## src/rtl/mem_arb_pkg.sv

```systemverilog
// Shared types for the unified memory arbiter: FSM states, grant owner encoding
// and counter width helpers.
package mem_arb_pkg;

   typedef enum logic [1:0] {
      IDLE,
      ACCESS,
      WAIT,
      RESP
   } arb_state_t;

   typedef enum logic [1:0] {
      OWN_NONE,
      OWN_IF,
      OWN_DM
   } owner_t;

   // Width able to hold the value n; never narrower than one bit.
   function automatic int unsigned cnt_w(input int unsigned n);
      int unsigned w;
      w = $clog2(n + 1);
      return (w == 0) ? 1 : w;
   endfunction

   localparam int unsigned MEM_LAT_DEF = 2;
   localparam int unsigned CNT_W       = cnt_w(MEM_LAT_DEF);

endpackage

```

## src/rtl/unified_mem_arbiter_pick.sv

```systemverilog
// Combinational fetch/data winner select with a data-burst streak counter that
// forces a fetch grant after MAX_DATA_BURST consecutive data grants.
module arb_priority_pick
   import mem_arb_pkg::*;
#(
   parameter int unsigned MAX_DATA_BURST = 3
) (
   input  logic   clk,
   input  logic   rst_n,
   input  logic   if_req,
   input  logic   dm_req,
   input  logic   grant_en,
   output owner_t pick
);

   localparam int unsigned SW = cnt_w(MAX_DATA_BURST);
   localparam logic [SW-1:0] STREAK_MAX = SW'(MAX_DATA_BURST);

   logic [SW-1:0] streak_q;

   always_comb begin
      pick = OWN_NONE;
      if (dm_req && (!if_req || streak_q != STREAK_MAX))
         pick = OWN_DM;
      else if (if_req)
         pick = OWN_IF;
   end

   // Streak only counts data grants that actually made fetch wait.
   always_ff @(posedge clk) begin
      if (!rst_n) begin
         streak_q <= '0;
      end else if (grant_en) begin
         case (pick)
            OWN_DM: begin
               if (!if_req)
                  streak_q <= '0;
               else if (streak_q != STREAK_MAX)
                  streak_q <= streak_q + 1'b1;
            end
            OWN_IF:  streak_q <= '0;
            default: streak_q <= streak_q;
         endcase
      end
   end

endmodule

```

## src/rtl/unified_mem_arbiter.sv

```systemverilog
// Single-port unified memory shared by instruction fetch and data ports; one
// access in flight, fixed read latency, one-cycle ack and pipeline stall lines.
module unified_mem_arbiter
   import mem_arb_pkg::*;
#(
   parameter int unsigned ADDR_W         = 32,
   parameter int unsigned DATA_W         = 32,
   parameter int unsigned MEM_LAT        = 2,
   parameter int unsigned MAX_DATA_BURST = 3
) (
   input  logic              clk,
   input  logic              rst_n,
   input  logic              if_req,
   input  logic [ADDR_W-1:0] if_addr,
   output logic [DATA_W-1:0] if_rdata,
   output logic              if_ack,
   input  logic              dm_req,
   input  logic              dm_we,
   input  logic [ADDR_W-1:0] dm_addr,
   input  logic [DATA_W-1:0] dm_wdata,
   output logic [DATA_W-1:0] dm_rdata,
   output logic              dm_ack,
   output logic              mem_en,
   output logic              mem_we,
   output logic [ADDR_W-1:0] mem_addr,
   output logic [DATA_W-1:0] mem_wdata,
   input  logic [DATA_W-1:0] mem_rdata,
   output logic              stall_if,
   output logic              stall_mem,
   output logic              busy
);

   localparam int unsigned LCW = cnt_w(MEM_LAT);
   localparam logic [LCW-1:0] LAT_C = LCW'(MEM_LAT);

   arb_state_t     state_q, state_d;
   owner_t         owner_q;
   owner_t         pick;
   logic [LCW-1:0] cnt_q;
   logic           lat_done;

   arb_priority_pick #(
      .MAX_DATA_BURST (MAX_DATA_BURST)
   ) u_pick (
      .clk      (clk),
      .rst_n    (rst_n),
      .if_req   (if_req),
      .dm_req   (dm_req),
      .grant_en (state_q == IDLE),
      .pick     (pick)
   );

   assign lat_done = (cnt_q == LAT_C);

   always_comb begin
      state_d = state_q;
      case (state_q)
         IDLE:    if (pick != OWN_NONE) state_d = ACCESS;
         ACCESS:  state_d = WAIT;
         WAIT:    if (lat_done) state_d = RESP;
         RESP:    state_d = IDLE;
         default: state_d = IDLE;
      endcase
   end

   // mem_en/mem_we and the acks are registered one-cycle pulses, so they are
   // cleared every cycle and only re-armed on the transition that owns them.
   always_ff @(posedge clk) begin
      if (!rst_n) begin
         state_q   <= IDLE;
         owner_q   <= OWN_NONE;
         cnt_q     <= '0;
         mem_en    <= 1'b0;
         mem_we    <= 1'b0;
         mem_addr  <= '0;
         mem_wdata <= '0;
         if_rdata  <= '0;
         dm_rdata  <= '0;
         if_ack    <= 1'b0;
         dm_ack    <= 1'b0;
      end else begin
         state_q <= state_d;
         mem_en  <= 1'b0;
         mem_we  <= 1'b0;
         if_ack  <= 1'b0;
         dm_ack  <= 1'b0;
         case (state_q)
            IDLE: begin
               if (pick != OWN_NONE) begin
                  owner_q <= pick;
                  mem_en  <= 1'b1;
                  if (pick == OWN_DM) begin
                     mem_addr  <= dm_addr;
                     mem_wdata <= dm_wdata;
                     mem_we    <= dm_we;
                  end else begin
                     mem_addr  <= if_addr;
                  end
               end
            end
            ACCESS: cnt_q <= LCW'(1);
            WAIT: begin
               if (lat_done) begin
                  if (owner_q == OWN_IF) begin
                     if_rdata <= mem_rdata;
                     if_ack   <= 1'b1;
                  end else begin
                     dm_rdata <= mem_rdata;
                     dm_ack   <= 1'b1;
                  end
               end else begin
                  cnt_q <= cnt_q + 1'b1;
               end
            end
            RESP: begin
               owner_q <= OWN_NONE;
               cnt_q   <= '0;
            end
            default: owner_q <= OWN_NONE;
         endcase
      end
   end

   assign stall_if  = if_req & ~if_ack;
   assign stall_mem = dm_req & ~dm_ack;
   assign busy      = (state_q != IDLE);

endmodule

```

## config.mk

```make
export PLATFORM = sky130hd
export DESIGN_NAME = unified_mem_arbiter
export DESIGN_NICKNAME = d
export VERILOG_FILES = /design/src/rtl/mem_arb_pkg.sv /design/src/rtl/unified_mem_arbiter_pick.sv /design/src/rtl/unified_mem_arbiter.sv
export SDC_FILE = /design/constraint.sdc
export NUM_CORES = 1
export LEC_CHECK = 0
export ABC_AREA = 1
export CORE_MARGIN = 2
export CORE_UTILIZATION = 30
export DETAILED_ROUTE_END_ITERATION = 12
export GPL_ROUTABILITY_DRIVEN = 0
export PLACE_DENSITY_LB_ADDON = 0.1
export SLEW_MARGIN = 20
export SYNTH_ARGS = -nofsm -noshare
export SYNTH_HDL_FRONTEND = slang
export SYNTH_SLANG_ARGS = --single-unit
```

## constraint.sdc

```tcl
create_clock -name clk -period 1.9 [get_ports clk]
set_input_delay 0.285 -clock clk [delete_from_list [all_inputs] [get_ports clk]]
set_output_delay 0.285 -clock clk [all_outputs]
set_load 0.1 [all_outputs]
```

-- Word level (Yosys, flattened, before mapping)
Index checks and enable logic that the tools add are counted.
- shift operators: 0
- multiply operators: 0
- add/subtract/negate cells: 2
- eq/ne operators: 12
- bitwise gates (word level): 5
- mux-type cells: 16
- reduce and logical (&&, ||, !) cells: 20
- magnitude comparators: 0
- div/mod/pow operators: 0
- operators by type and width (cell ; number):
    $mux W32 ; 1
    $reduce_and A3 Y1 ; 5
    $mux W2 ; 7
    $reduce_and A2 Y1 ; 5
    $eq A2 B2 Y1 const B ; 4
    $ne A2 B2 Y1 const B ; 4
    $pmux W2 S2 ; 2
    $pmux W2 S4 ; 1
    $reduce_bool A2 Y1 ; 4
    $eq A2 B1 Y1 const B ; 3
    $pmux W2 S3 ; 1
    $add A2 B1 Y2 const B ; 2
    $mux W1 ; 4
    $reduce_and A4 Y1 ; 1
    $ne A3 B2 Y1 const B ; 1
    $not A1 Y1 ; 3
    $reduce_bool A3 Y1 ; 1
    $and A1 B1 Y1 ; 2
    $logic_not A2 Y1 ; 1
    $logic_and A1 B1 Y1 ; 1
    $logic_not A1 Y1 ; 1
    $logic_or A1 B1 Y1 ; 1
- memory bits (read-only): 0
- bits in latches: 0
- bits in writable memories: 0
- memories kept: 0
- flip-flop bits (word level): 140
- logic and storage cells: 67

-- Longest topological paths before layout
Gate-level depths: netlist of run 1.
- depth after elaboration: 7
- gate-level depth with buffers: 8
- gate-level depth less buffers: 7

-- Modules after synthesis
From an unflattened synthesis of run 1, not the netlist that was laid out.
- cells, all modules: 825
- area total of the unflattened synthesis: 5839.4 um2
- by module, submodules not included (module ; times used ; cells each ; area an instance (um2)):
    unified_mem_arbiter ; 1 ; 802 ; 5696.7
    arb_priority_pick ; 1 ; 23 ; 142.6

-- Worst setup path after synthesis of run 1
OpenSTA, ideal clock, no wires.
- kind: register to output
- start point: reg if_ack
- end point: out stall_if
- buffers on the path: 0
- stages on the path, launching flop included: 2
- data arrival time: 2.047 ns
- data required time: 1.615 ns
- setup slack: -0.432 ns
- cell sequence: dfxtp_1 -> nor2_1
- longest elaborated chain between the ends: 2
- RTL lines (element ; line ; source):
    from (decl) ; unified_mem_arbiter.sv:16 ; output logic if_ack,
    from (signal assigned) ; unified_mem_arbiter.sv:79 ; if_ack <= 1'b0;
    from (signal assigned) ; unified_mem_arbiter.sv:85 ; if_ack <= 1'b0;
    from (signal assigned) ; unified_mem_arbiter.sv:106 ; if_ack <= 1'b1;
    $not A1 Y1 ; unified_mem_arbiter.sv:124 ; assign stall_if = if_req & ~if_ack;
    $and A1 B1 Y1 ; unified_mem_arbiter.sv:124 ;
    to (decl) ; unified_mem_arbiter.sv:28 ; output logic stall_if,
No other way between the ends.

-- Worst setup path after layout of run 1
- start point: reg state_q[0]
- end point: out busy
- longest elaborated chain between the ends: 1
- RTL lines (element ; line ; source):
    from (decl) ; unified_mem_arbiter.sv:36 ; arb_state_t state_q, state_d;
    from (signal assigned) ; unified_mem_arbiter.sv:82 ; state_q <= state_d;
    $reduce_bool A2 Y1 ; unified_mem_arbiter.sv:126 ; assign busy = (state_q != IDLE);
    to (decl) ; unified_mem_arbiter.sv:30 ; output logic busy
No other way between the ends.

==> out/metrics.cfg, run 1 <==
[run_status]
outcome = complete, no violations

[drt]
route.vias.total = 5565
drt-vias-per-instance = 4.375
remaining_drc_errors = 0
first_pass_iters = 4
wirelength_mm = 17.24
wl_per_cell_um = 13.56
ant_nets = 0
first_iter_violations = 203

[yosys]
netlist_area_um2 = 5507
synth.top_cells.by_count = nor2_1, dfxtp_1, o21ai_0
yosys.area.top_type_share_pct = 50.90
syn_area_per_cell_um2 = 7.114
yosysTopAreaCell = dfxtp_1
synth_edf_count = 0
synthCells = 774
yosysWarnings = 0
synth_nets = 913
synth_area_leaders = dfxtp_1, nor2_1, o21ai_0
synth.most_common_cell = nor2_1
synth-seq-area-share_pct = 50.90
ys_ff_latch = 140
async_flop_share_pct = 0
synth_cell_types = 18
ys.flop_type = dfxtp_1

[timing]
tightest_slew_ns = 0.6170
finalCriticalPeriod_ns = 1.739
fmax_ghz = 0.5750
finalCritPeriodShare_pct = 91.53
max_slew_margin_pct = 58.80
slew_violations = 0
clock_skew_ns = 0.01128
finalSetupTns_ns = 0
setup-violations-final = 0
rsz0062_at_grt = false
hold_violations = 0

[global_route]
grt_use_total_pct = 17.80
antenna_found_initial = 0
grt_pass1_vias = 5437
grt_max_degree = 56
grt_pass1_wl_mm = 27.95
grt.overflow.total = 0

[cts]
clkLatencyLatePin_ns = 0.42
cts_resized = 0
clock-sinks = 140
cts_setup_buffers = 0
cts_tree = built
clockBufferDepth = 2
cts_root_buffer = clkbuf_16
cts-buffers-inserted = 17
cts_hold_buf = 0
ctsHtreeMaxLevel = 4
clk_pin_slew_ns = 0.05

[flow_run]
drv_cap = 0

[critical_path]
reg2reg_from = state_q[0]
cp-start-kind = register
r2r_cells = 7
crit_path_end_kind = output port
cp.arrival_ns = 1.45
rrSetupSlack_ns = 0.26
crit_end = busy
cp_data_required_time_ns = 1.62
rr_endpoint = if_rdata[26]
critPathKind = register to output port
startpoint = state_q[0]
cp_max_fo = 5

[placement]
hpwl_mm = 12.10
io_buffers = 267
placed_cells = 1240

[floorplan]
rows = 49
floorplan.initialDensity_pct = 30.65
io_pins = 268
fp.dieW_um = 139.5
die_area_um2 = 19450
core_um2 = 17960
fp.dieH_um = 139.5

[cells_and_area]
finalNetCount = 1169
utilization_pct = 48.46
fin_cells = 1272
num_antenna_cells = 0
area_growth_pct = 58.10
drive_above_1_share_pct = 18.22
nFillCells = 1824

[power]
leakagePower_uw = 0.004057
design_power_total_uw = 12880
irDropWorstVdd_mv = 0.8989
pwr_density_cell_nw_per_um2 = 1479

[hold_path]
hold_path_class = primary input to register
hold-path-cell-count = 3

==> area by class of cell <==
cell class              count  area, um^2  area share (%)
flip-flops and latches    140        2803           32.19
repair buffers            282        2557           29.38
multi-input cells         507        2202           25.29
clock buffers              19       432.9           4.973
inverters                  82       307.8           3.535
well taps                 229       286.5           3.291
clock inverters            13       116.4           1.337
==> sequential cells by signal (all words and copies together), names as in the netlist, 2 cells and up <==
signal / cells
dm_rdata: 32
cnt_q: 2
u_pick.streak_q: 2
state_q: 2
owner_q: 2
mem_wdata: 32
mem_addr: 32
if_rdata: 32
==> stage by stage <==
stage          worst slack [ns]  cell area (um^2)  hold WS, ns
2_1_floorplan           0.02127              5512       0.4057
6_report                 0.1609              8706       0.2941
4_1_cts                  0.1285              8706       0.2751
3_3_place_gp             0.1758              8157       0.4543
3_5_place_dp             0.1369              8157       0.4599
5_1_grt                 0.06083              8706       0.3055
==> worst min path at each step <==
stage / start / end
after floorplan: dm_we / mem_we
after global placement: u_pick.streak_q[0] / u_pick.streak_q[0]
after detailed placement: u_pick.streak_q[0] / u_pick.streak_q[0]
after CTS: rst_n / u_pick.streak_q[0]
after global routing: rst_n / mem_wdata[31]
final: rst_n / u_pick.streak_q[0]
==> logic make-up (layout without fill, tap and decap cells) <==
logic type,after synthesis,in the layout,synth area share [%]
AO/OA/AOI/OAI,171,171,15.59
buffers and inverters,127,396,9.293
adder cells (fa/ha/maj),6,6,1.363
AND/OR/NAND/NOR,330,330,22.86
flip-flops,140,140,50.90
==> worst max-delay path, stage by stage, from the launching register on <==
cell and delay [ns]:
dfxtp_1 0.33, inv_1 0.09, ha_1 0.27, inv_2 0.16, buf_12 0.19
==> cells in the final DEF, fill, tap and decap left out, drive strengths merged <==
cell type	instances
nor2	304
o21ai	162
buf	151
dfxtp	140
clkdlybuf4s50	131
inv	84
nand2	19
clkbuf	19
a21oi	8
nand3	6
ha	6
clkinvlp	6
clkinv	4
o21a	1
nand4	1
bufinv	1
==> power breakdown <==
part,switching (uW),leakage (uW),internal (uW)
Clock,1310,0.000252,1800
Sequential,257,0.00114,3450
Combinational,4690,0.00266,1370
==> layer usage <==
metal / vias up / routed length (um) / GRT usage, %
met4: 0 / 242 / 5.688
met3: 17 / 1422 / 6.573
met1: 2434 / 7973 / 22.38
met5: - / 0 / 0
met2: 193 / 7604 / 28.41
li1: 2921 / - / -
No activity file was read; power rests on OpenSTA's default activity.
==> inputs of run 2 (changes only) <==
Settings changed: CAP_MARGIN from default to 0, CORE_MARGIN 2 to 1.
==> run 2 against run 1 <==
Against the previous run: clock skew is 0.0022 ns lower; combinational power hardly changed; non-clock buffer count stayed put; critical path depth stayed put; setup slack worse by 0.0090 ns; hold slack worse by 0.033 ns; critical path type unchanged; critical endpoint unchanged; largest cell class unchanged; largest power group unchanged.
==> out/metrics.cfg, run 2 (synthesized netlist as in run 1, its figures left out) <==
[cts]
clockBufferDepth = 2
cts_resized = 0
cts-buffers-inserted = 17
cts_root_buffer = clkbuf_16
cts_tree = built
cts_setup_buffers = 0
clkLatencyLatePin_ns = 0.42
clock-sinks = 140
clk_pin_slew_ns = 0.06
ctsHtreeMaxLevel = 4
cts_hold_buf = 0

[floorplan]
rows = 49
floorplan.initialDensity_pct = 30.65
io_pins = 268
core_um2 = 17960
fp.dieW_um = 137.5
fp.dieH_um = 137.5
die_area_um2 = 18900

[hold_path]
hold-path-cell-count = 3
hold_path_class = primary input to register

[drt]
wl_per_cell_um = 13.17
first_iter_violations = 168
drt-vias-per-instance = 4.369
ant_nets = 0
first_pass_iters = 4
route.vias.total = 5558
remaining_drc_errors = 0
wirelength_mm = 16.75

[timing]
rsz0062_at_grt = false
clock_skew_ns = 0.009085
setup-violations-final = 0
hold_violations = 0
fmax_ghz = 0.5720
finalCritPeriodShare_pct = 92.01
finalCriticalPeriod_ns = 1.748
setup_ws_ns = 0.1519
slew_violations = 0
max_slew_margin_pct = 74.45
finalSetupTns_ns = 0
tightest_slew_ns = 0.3793

[critical_path]
cpMaxStageDelayCell = dfxtp_1
slowest_delay_ns = 0.37
cp_max_fo = 5
cp.arrival_ns = 1.46
cp-start-kind = register
cp_data_required_time_ns = 1.62
crit_chain = inv_1 -> ha_1 -> inv_2 -> buf_12
crit_path_end_kind = output port
critPathKind = register to output port
r2r_cells = 8

[global_route]
grt.overflow.total = 0
antenna_found_initial = 0
grt_pass1_vias = 5275
grt_pass1_wl_mm = 26.28
grt_max_degree = 61
grt_use_total_pct = 17.99

[cells_and_area]
layout_commonest_cell = nor2_1
layout_common_cells = nor2_1, dfxtp_1, buf_4
drive_above_1_share_pct = 18.31
area_growth_pct = 59.44
nFillCells = 1794
num_antenna_cells = 0
utilization_pct = 48.88
finalInstanceArea_um2 = 8780
finalNetCount = 1169

[power]
design_power_total_uw = 13130
irDropWorstVdd_mv = 1.047
leakagePower_uw = 0.004097
pwr_density_cell_nw_per_um2 = 1496

[placement]
hpwl_mm = 11.62
place_ws_ns = 0.1260
io_buffers = 267
placed_area_um2 = 8182

[run_status]
outcome = complete, no violations

[flow_run]
drv_cap = 0

run 2: cell types whose count changed in the layout (fill, tap and decap cells not counted), moves of 2 or more:
cell / change
buf_12: +2
inv_6: +2
buf_4: -2
clkinvlp_4: -3
clkinv_4: +2
clkinv_2: -3
run 2: worst max-delay path, delay by kind of cell, from the launching register on:
| family | cells | cell delay (ns) |
|---|---|---|
| buf+inv | 3 | 0.43 |
| fa+ha+maj | 1 | 0.25 |
| flops | 1 | 0.37 |
run 2: final timing paths:
path	from	slack, ns	end
max	state_q[1]	0.15	busy
min	rst_n	0.26	dm_rdata[2]
max reg2reg	state_q[0]	0.27	mem_addr[11]
min reg2reg	cnt_q[1]	0.47	cnt_q[1]
run 2: layout make-up:
class | count | area, um^2 | area share (%)
Timing Repair Buffer | 282 | 2582 | 29.41
Inverter | 82 | 307.8 | 3.506
Tap cell | 229 | 286.5 | 3.264
Multi-Input combinational cell | 507 | 2202 | 25.08
Clock buffer | 19 | 442.9 | 5.045
Sequential cell | 140 | 2803 | 31.92
Clock inverter | 13 | 155.1 | 1.767
run 2: routing by layer:
layer | GRT usage (%) | vias up | wire length, um
met5 | 0 | - | 0
met3 | 5.923 | 21 | 1393
li1 | - | 2929 | -
met1 | 22.28 | 2410 | 7555
met2 | 28.45 | 198 | 7477
met4 | 7.570 | 0 | 320
run 2: stage by stage:
stage	hold WS [ns]	instances
global route	0.2636	1272
detailed placement	0.4605	1240
CTS	0.2470	1272
floorplan	0.4057	774
finish	0.2614	1272
global placement	0.4541	1240
run 2: report_power, final:
group | internal (uW) | total (uW) | switching [uW]
sequential | 3450 | 3710 | 263
combinational | 1370 | 6050 | 4680
clock | 2000 | 3380 | 1370
